**src/rtl/time_pkt_pkg.sv**
```systemverilog
// Shared constants, FSM encoding and byte-builder helpers for the time event packer.
// The two-byte packet layout is defined here so the top and any host-side model agree.
package time_pkt_pkg;

    localparam int TIME_W   = 11;

    localparam int HDR_BIT  = 7;
    localparam int LOST_BIT = 6;
    localparam int OVF_BIT  = 5;

    // Interval split between the header and the low byte.
    localparam int HI_MSB   = 9;
    localparam int HI_LSB   = 5;
    localparam int LO_MSB   = 4;
    localparam int LO_LSB   = 0;

    typedef enum logic [1:0] {
        IDLE,
        HDR,
        LOW
    } pk_state_t;

    typedef struct packed {
        logic              lost;
        logic [TIME_W-1:0] word;
    } pkt_hold_t;

    function automatic logic [7:0] hdr_byte(input pkt_hold_t p);
        logic [7:0] b;
        b                        = '0;
        b[HDR_BIT]               = 1'b1;
        b[LOST_BIT]              = p.lost;
        b[OVF_BIT]               = p.word[TIME_W-1];
        b[HI_MSB-HI_LSB:0]       = p.word[HI_MSB:HI_LSB];
        return b;
    endfunction

    function automatic logic [7:0] lo_byte(input pkt_hold_t p);
        logic [7:0] b;
        b                        = '0;
        b[LO_MSB-LO_LSB:0]       = p.word[LO_MSB:LO_LSB];
        return b;
    endfunction

endpackage

```
**src/rtl/event_fifo.sv**
```systemverilog
// Single-clock first-word-fall-through FIFO with an explicit occupancy count.
// Pushes while full and pops while empty are ignored.
module event_fifo #(
    parameter int WIDTH = 11,
    parameter int DEPTH = 16
) (
    input  logic                     clock,
    input  logic                     reset,
    input  logic                     push,
    input  logic                     pop,
    input  logic [WIDTH-1:0]         din,
    output logic [WIDTH-1:0]         dout,
    output logic                     full,
    output logic                     empty,
    output logic [$clog2(DEPTH):0]   level
);

    localparam int AW = $clog2(DEPTH);
    localparam int LW = AW + 1;

    logic [WIDTH-1:0] mem [DEPTH];
    logic [AW-1:0]    wr_ptr;
    logic [AW-1:0]    rd_ptr;
    logic             do_push;
    logic             do_pop;

    assign full    = (level == LW'(DEPTH));
    assign empty   = (level == '0);
    assign do_push = push && !full;
    assign do_pop  = pop && !empty;
    assign dout    = mem[rd_ptr];

    // Storage carries no reset; only pointers and level define validity.
    always_ff @(posedge clock) begin
        if (do_push)
            mem[wr_ptr] <= din;
    end

    always_ff @(posedge clock or posedge reset) begin
        if (reset) begin
            wr_ptr <= '0;
            rd_ptr <= '0;
            level  <= '0;
        end else begin
            if (do_push)
                wr_ptr <= wr_ptr + AW'(1);
            if (do_pop)
                rd_ptr <= rd_ptr + AW'(1);
            case ({do_push, do_pop})
                2'b10:   level <= level + LW'(1);
                2'b01:   level <= level - LW'(1);
                default: level <= level;
            endcase
        end
    end

endmodule

```
**src/rtl/time_event_packer.sv**
```systemverilog
// Captures a time word on each rising edge of to_fifo, buffers it, and serialises
// it as a header/low byte pair on a valid/ready stream, flagging buffer-full drops.
module time_event_packer
    import time_pkt_pkg::*;
#(
    parameter int DEPTH  = 16,
    parameter int TIME_W = 11
) (
    input  logic                     clock,
    input  logic                     reset,
    input  logic [TIME_W-1:0]        time_in,
    input  logic                     to_fifo,
    output logic [7:0]               byte_out,
    output logic                     byte_valid,
    input  logic                     byte_ready,
    output logic [$clog2(DEPTH):0]   fifo_level,
    output logic [7:0]               drop_count
);

    pk_state_t         state;
    pk_state_t         next_state;
    pkt_hold_t         hold;

    logic              to_fifo_d;
    logic              wr_req;
    logic              fifo_push;
    logic              fifo_pop;
    logic              fifo_full;
    logic              fifo_empty;
    logic              drop;
    logic              lost_pending;
    logic [TIME_W-1:0] fifo_dout;

    // Fullness is the registered level, so a same-cycle pop cannot rescue a write.
    assign wr_req    = to_fifo && !to_fifo_d;
    assign drop      = wr_req && fifo_full;
    assign fifo_push = wr_req && !fifo_full;

    event_fifo #(
        .WIDTH (TIME_W),
        .DEPTH (DEPTH)
    ) u_fifo (
        .clock (clock),
        .reset (reset),
        .push  (fifo_push),
        .pop   (fifo_pop),
        .din   (time_in),
        .dout  (fifo_dout),
        .full  (fifo_full),
        .empty (fifo_empty),
        .level (fifo_level)
    );

    // Reset to 1 so a strobe already high at reset release is not an edge.
    always_ff @(posedge clock or posedge reset) begin
        if (reset)
            to_fifo_d <= 1'b1;
        else
            to_fifo_d <= to_fifo;
    end

    always_ff @(posedge clock or posedge reset) begin
        if (reset)
            drop_count <= '0;
        else if (drop && drop_count != 8'hFF)
            drop_count <= drop_count + 8'd1;
    end

    // A drop coinciding with a pop stays pending for the following packet.
    always_ff @(posedge clock or posedge reset) begin
        if (reset)
            lost_pending <= 1'b0;
        else if (drop)
            lost_pending <= 1'b1;
        else if (fifo_pop)
            lost_pending <= 1'b0;
    end

    always_ff @(posedge clock or posedge reset) begin
        if (reset) begin
            hold <= '0;
        end else if (fifo_pop) begin
            hold.lost <= lost_pending;
            hold.word <= fifo_dout;
        end
    end

    always_ff @(posedge clock or posedge reset) begin
        if (reset)
            state <= IDLE;
        else
            state <= next_state;
    end

    always_comb begin
        next_state = state;
        fifo_pop   = 1'b0;
        byte_valid = 1'b0;
        byte_out   = '0;
        case (state)
            IDLE: begin
                if (!fifo_empty) begin
                    fifo_pop   = 1'b1;
                    next_state = HDR;
                end
            end
            HDR: begin
                byte_valid = 1'b1;
                byte_out   = hdr_byte(hold);
                if (byte_ready)
                    next_state = LOW;
            end
            LOW: begin
                byte_valid = 1'b1;
                byte_out   = lo_byte(hold);
                if (byte_ready) begin
                    if (!fifo_empty) begin
                        fifo_pop   = 1'b1;
                        next_state = HDR;
                    end else begin
                        next_state = IDLE;
                    end
                end
            end
            default: next_state = IDLE;
        endcase
    end

endmodule
```
**config.mk**
```make
export PLATFORM = sky130hd
export DESIGN_NAME = time_event_packer
export DESIGN_NICKNAME = d
export VERILOG_FILES = /design/src/rtl/time_pkt_pkg.sv /design/src/rtl/event_fifo.sv /design/src/rtl/time_event_packer.sv
export SDC_FILE = /design/constraint.sdc
export NUM_CORES = 1
export LEC_CHECK = 0
export CAP_MARGIN = 30
export CORE_MARGIN = 2
export CORE_UTILIZATION = 30
export DETAILED_ROUTE_END_ITERATION = 7
export GPL_TIMING_DRIVEN = 0
export PLACE_DENSITY = 0.5
export SYNTH_ARGS = -nofsm -noshare
export SYNTH_HDL_FRONTEND = slang
export SYNTH_SLANG_ARGS = --single-unit
```
**constraint.sdc**
```tcl
create_clock -name clock -period 3.7 [get_ports clock]
set_clock_uncertainty 0.1 [all_clocks]
set_input_delay 0.74 -clock clock [delete_from_list [all_inputs] [get_ports clock]]
set_output_delay 0.74 -clock clock [all_outputs]
set_load 0.05 [all_outputs]
```
## Word-level counts from Yosys, hierarchy flattened

Memory sizes are Yosys's and may differ from the RTL's. A register that Yosys moved wholly into a read port is not among the register bits.
Index checks and enable logic that the tools add are counted.

- Flip-flop bits (word level): 26
- RAM bits: 176
- Input bits: 15
- Output and inout port bits: 22
- Word-level logic and storage cells: 53
- Memories kept: 1

Memories:

| memory | words | bits a word | rd ports | clocked after Yosys merged registers in | write ports | RTL line | RTL |
|---|---|---|---|---|---|---|---|
| u_fifo.mem | 16 | 11 | 1 | 1 | 1 | event_fifo.sv:21 | `logic [WIDTH-1:0] mem [DEPTH];` |

- Add/subtract/negate cells: 5
- Equal/unequal tests: 9
- Multiplexer cells: 15
- Reduce and logical (&&, ||, !) cells: 15

Operator list:

| kind | count |
|---|---|
| case mux 8 bit (2 select lines) | 1 |
| case mux 5 bit (2 select lines) | 1 |
| adder 4 x 1 -> 4 bit, second input constant | 2 |
| adder 8 x 1 -> 8 bit, second input constant | 1 |
| two-way mux 1 bit | 8 |
| inequality test 8 bit, second input constant | 1 |
| logical AND 1 bit | 6 |
| two-way mux 2 bit | 3 |
| inequality test 2 bit, second input constant | 3 |
| case mux 2 bit (3 select lines) | 1 |
| adder 5 x 1 -> 5 bit, second input constant | 1 |
| equality test 5 bit, second input constant | 1 |
| logical NOT 5 bit | 1 |
| subtractor 5 x 1 -> 5 bit, second input constant | 1 |
| equality test 2 x 1 -> 1 bit, second input constant | 2 |
| equality test 2 bit, second input constant | 2 |
| nonzero test 2 bit | 2 |
| logical NOT 1 bit | 3 |
| AND reduction 3 bit | 1 |
| logical NOT 2 bit | 1 |
| case mux 1 bit (2 select lines) | 1 |
| OR reduction 2 bit | 1 |

## Longest topological paths before layout

- Depth in word-level cells: 7
- Gate-level depth with buffers: 15
- Gate-level depth less buffers: 12

## Cells and area by module

Synthesis repeated with hierarchy kept, for this count alone.

- Cell total of the unflattened synthesis: 524
- Area total of the unflattened synthesis: 8,961.1 µm²

Modules (own cells, without submodules):

| module | instances | cells each | area an instance (µm²) | seq. area each (µm²) |
|---|---|---|---|---|
| event_fifo | 1 | 422 | 7,682.4 | 5,610.4 |
| time_event_packer | 1 | 102 | 1,278.7 | 601.8 |

## Worst setup path after synthesis

Ideal clock, no wire load.

- Path kind: reg2reg
- Start: register state[0]
- End: register u_fifo.level[4]
- Setup time: 0.145 ns
- Data arrival time: 3.159 ns
- Required time: 3.455 ns
- Setup slack: 0.296 ns
- Stages on the path, launching flop included: 16
- Buffers on the path: 3
- Period minus slack after synthesis: 3.404 ns
- Cells stage by stage: dfrtp_1 -> inv_1 -> ha_1 -> clkbuf_1 -> a21oi_1 -> a21oi_1 -> buf_2 -> buf_1 -> ha_1 -> inv_1 -> fa_1 -> nor2b_1 -> o21ai_0 -> nand3_1 -> or3b_2 -> xnor2_1

- Word-level cells in the longest chain between the ends: 5
- Elaborated cells on any way between the ends: 8
- Those cells by class: eq/ne (3); mux (2); reduce/logical (3)

RTL lines:

| item | RTL line | RTL |
|---|---|---|
| start: declaration | time_event_packer.sv:20 | `pk_state_t state;` |
| start signal: assignment | time_event_packer.sv:92 | `state <= next_state;` |
| equality test 2 bit or logical NOT 2 bit (tied branches) | time_event_packer.sv:100 | `case (state)` |
| case mux 1 bit (2 select lines) * | time_event_packer.sv:100 |  |
| logical AND 1 bit * | event_fifo.sv:30 | `assign do_pop = pop && !empty;` |
| named net u_fifo.do_pop | event_fifo.sv:25 | `logic do_pop;` |
| equality test 2 x 1 -> 1 bit or equality test 2 bit (tied branches) | event_fifo.sv:49 | `case ({do_push, do_pop})` |
| case mux 5 bit (2 select lines) or nonzero test 2 bit (tied branches) | n/a |  |
| end signal: assignment | event_fifo.sv:50 | `2'b10: level <= level + LW'(1);` |
| end signal: assignment | event_fifo.sv:51 | `2'b01: level <= level - LW'(1);` |
| end signal: assignment | event_fifo.sv:52 | `default: level <= level;` |
| end: declaration | event_fifo.sv:15 | `output logic [$clog2(DEPTH):0] level` |

The timed path passes the listed nets; every way through them passes the cells marked *.
A chain may end at the register's enable or synchronous reset.

## Worst setup path in the final report

- Start: register state[0]
- End: register u_fifo.level[4]

- Word-level cells in the longest chain between the ends: 5
- Elaborated cells on any way between the ends: 8
- Those cells by class: eq/ne (3); mux (2); reduce/logical (3)

RTL lines:

| item | RTL line |
|---|---|
| equality test 2 bit or logical NOT 2 bit (tied branches) | time_event_packer.sv:100 |
| case mux 1 bit (2 select lines) * | time_event_packer.sv:100 |
| logical AND 1 bit * | event_fifo.sv:30 |
| equality test 2 x 1 -> 1 bit or equality test 2 bit (tied branches) | event_fifo.sv:49 |
| case mux 5 bit (2 select lines) or nonzero test 2 bit (tied branches) | n/a |

Every way passes the cells marked *; elsewhere a longest branch is shown, timed or not.

==> metrics.md <==
| Metric | Value |
|---|---|
| Starting density of the core | `30.2%` |
| Ant. Diodes | `0` |
| Vias in the first global route | `roughly 4500` |
| Die Width | `174 µm` |
| First-pass GRT wire length | `28100 µm` |
| WL final | `18600 µm` |
| Area of the multi-input gates | `2270 µm²` |
| # IOs | `37` |
| Synth Instances | `approximately 450` |
| Post-CTS setup repair buffer count | `0` |
| Max transition margin | `a little under half` |
| Final hold violation count | `0` |
| Die area | `30200 µm²` |
| CTS max path bufs | `3` |
| Worst Setup EP | `u_fifo.level[4]$_DFFE_PP0P_` |
| WL/cell | `20.4 µm` |
| Outcome | `finished clean` |
| Fmax | `286 MHz` |
| Final period demand of the worst path | `3.49 ns` |
| FF+latch area | `6210 µm²` |
| Ys async rst share | `~17%` |
| Final period utilization | `94.4%` |
| Layout cells sized above 1 | `20.9%` |
| Insertion delay to the later sink of the worst-skew pair | `between 0.5 and 0.6 ns` |
| CP Launch Type | `flop` |
| Avg Cell Area, Syn | `19.3 µm²` |
| DP Wirelength | `11800 µm` |
| RR Endpoint | `u_fifo.level[4]$_DFFE_PP0P_` |
| GRT Util Overall | `12.5%` |
| Clk pin slew, worst setup/hold paths | `around 0.060 ns` |
| Initial antenna violation count | `0` |
| Hold Slack | `0.391 ns` |
| CP endpoint kind | `flop` |
| Crit path max fanout | `19` |
| Final setup viols | `0` |
| Max_cap viols | `0` |
| Port bufs | `36` |
| CP startpoint | `state[0]$_DFFE_PP0P_` |
| Cell taking the most area after synthesis | `edfxtp_1` |
| Actual slew at the worst max-slew pin | `0.793 ns` |
| Gp weighted congestion | `0.743` |
| Synth Flop Type | `edfxtp_1` |
| Ranking of synthesized cells by area | `edfxtp_1 (61%), dfrtp_1 (10%), mux4_2 (9.1%)` |
| DRC | `0` |
| Largest net degree at the start of global routing | `38` |
| Fin. max-slew vios | `0` |
| Post-synthesis sequential area ratio | `71.9%` |
| Crit Path Category | `flop to flop` |
| Worst r2r src | `state[0]$_DFFE_PP0P_` |
| CTS sink count | `between 200 and 250` |
| Pwr dens | `approximately 800 nW/µm²` |
| Number of synthesized flops with an enable pin | `approximately 180` |
| Final TNS setup | `0 ns` |
| Post-synthesis cell type count | `40` |
| Hold Crit Class | `flop to flop` |
| Design Power | `8.35 mW` |
| Reg2Reg Depth | `13` |
| Peak supply drop | `334 µV` |
| Die height | `174 µm` |
| Unrepaired setup endpoints after global routing | `false` |
| FP Rows | `just over 60` |
| First DRT Iteration DRCs | `343` |
| CP arrival | `3.78 ns` |
| Number of iterations in the first detailed-routing pass | `4` |
| Mapped cell area | `8630 µm²` |
| CTS tree | `yes` |
| Core area | `around 29000 µm²` |
| FF+latch count, synth | `approximately 210` |
| Grt total ovfl | `0` |
| Ys Warns | `0` |
| R2R setup slack | `0.21 ns` |
| Root buffer cell | `clkbuf_16` |
| Filler cell count | `2708` |
| DR vias/cell | `4.68` |
| Final antenna-violating net count | `0` |
| Syn_nets | `roughly 480` |
| Synth top area share | `61.2%` |
| Leak | `about 3.5 nW` |
| Critical path data required time | `3.99 ns` |
| Fin nets | `539` |
| Final Util | `roughly 36%` |
| Layout area overhead | `19.3%` |
| Via count | `4261` |
| CTS buffer count | `24` |
| H-tree Lvls | `1` |
-- power by group --
group	switching, mW	internal, mW	total, mW
registers	0.200	2.87	3.07
logic	1.60	1.22	2.82
clock network	0.951	1.50	2.45
-- cells by family after synthesis --
logic type      share of synthesized area [%]
flops                                    71.9
buf+inv                                  1.83
xor+xnor                                 1.72
fa+ha+maj                                2.41
mux                                      13.9
simple gates                             4.03
compound gates                           4.13
-- how the worst min path moves through the flow --
| stage | from | endpoint | slack [ns] | depth (start not counted) |
|---|---|---|---|---|
| after floorplan | hold[11]$_DFFE_PP0N_ | hold[11]$_DFFE_PP0N_ | 0.37 | 1 |
| after global placement | drop_count[5]$_DFFE_PP0P_ | drop_count[5]$_DFFE_PP0P_ | 0.38 | 1 |
| after detailed placement | drop_count[5]$_DFFE_PP0P_ | drop_count[5]$_DFFE_PP0P_ | 0.38 | 1 |
| after CTS | drop_count[5]$_DFFE_PP0P_ | drop_count[5]$_DFFE_PP0P_ | 0.39 | 1 |
| after global routing | hold[11]$_DFFE_PP0N_ | hold[11]$_DFFE_PP0N_ | 0.41 | 1 |
| final | drop_count[5]$_DFFE_PP0P_ | drop_count[5]$_DFFE_PP0P_ | 0.39 | 1 |
-- per-stage QoR --
stage	cell area [µm²]	worst slack, ns	std cells
after global routing	10300	0.0113	910
after global placement	9480	-0.543	868
after CTS	10300	0.00484	911
after floorplan	8630	0.296	448
after detailed placement	9480	-0.624	868
final	10300	0.208	910
-- Yosys cell counts, types with 6 or more instances --
| master | n |
|---|---|
| edfxtp_1 | 176 |
| dfrtp_1 | 36 |
| mux4_2 | 35 |
| o22ai_1 | 19 |
| and2_1 | 18 |
| a21oi_1 | 15 |
| ha_1 | 15 |
| mux2_2 | 15 |
| xnor2_1 | 13 |
| inv_1 | 12 |
| mux4_1 | 9 |
| nand2_1 | 9 |
| clkbuf_1 | 8 |
| nor2b_1 | 7 |
| buf_2 | 6 |
-- flip-flops by register name, indices dropped and copies added, names as in the netlist --
register       cells
lost_pending       1
drop_count         8
hold              12
u_fifo.rd_ptr      4
to_fifo_d          1
u_fifo.mem       176
state              2
u_fifo.level       5
u_fifo.wr_ptr      4
-- final cells by class --
class / instances / area share [%]
buffer: 18 / 1.04
clock buffer: 30 / 6.14
clock inverter: 14 / 1.93
inverter: 12 / 0.437
multi-input combinational: 203 / 22.0
sequential: 213 / 60.3
tap: 384 / 4.66
timing repair buffer: 36 / 3.50
-- worst max-delay path, cell delays in order, from the launching register on --
cell     delay, ns
dfrtp_1       0.42
inv_1         0.11
ha_2          0.32
a21oi_1       0.11
a21oi_1       0.25
buf_4         0.32
ha_1          0.28
inv_1         0.12
fa_1          0.42
nor2b_1       0.13
o21ai_0       0.11
nand3_1       0.10
or3b_2        0.46
xnor2_1       0.13
-- cells in the final DEF (no fill, tap or decap), types with 11 or more instances in the layout --
master and count:
inv_1 11, clkdlybuf4s50_1 36, clkbuf_1 12, mux4_2 35, o22ai_1 19, edfxtp_1 176
mux2_2 15, a21oi_1 15, dfrtp_1 36, ha_1 14, clkbuf_16 24, xnor2_1 13
and2_1 18
-- per-layer routing --
metal  share of wire [%]  global-route usage, %  vias up
met5                   0                      0        -
li1                    -                      -     1913
met2                  50                   21.2       91
met3                 4.3                   2.26       36
met4                 2.4                   3.50        0
met1                  43                   16.4     2221
-- what timing repair did --
item / in CTS / in global routing
cloned: 0 / 0
setup endpoints to repair: 1 / 6
resized for setup: 1 / 1
hold buffers: 0 / 0
Note: power is estimated with default switching activity, not from simulation.
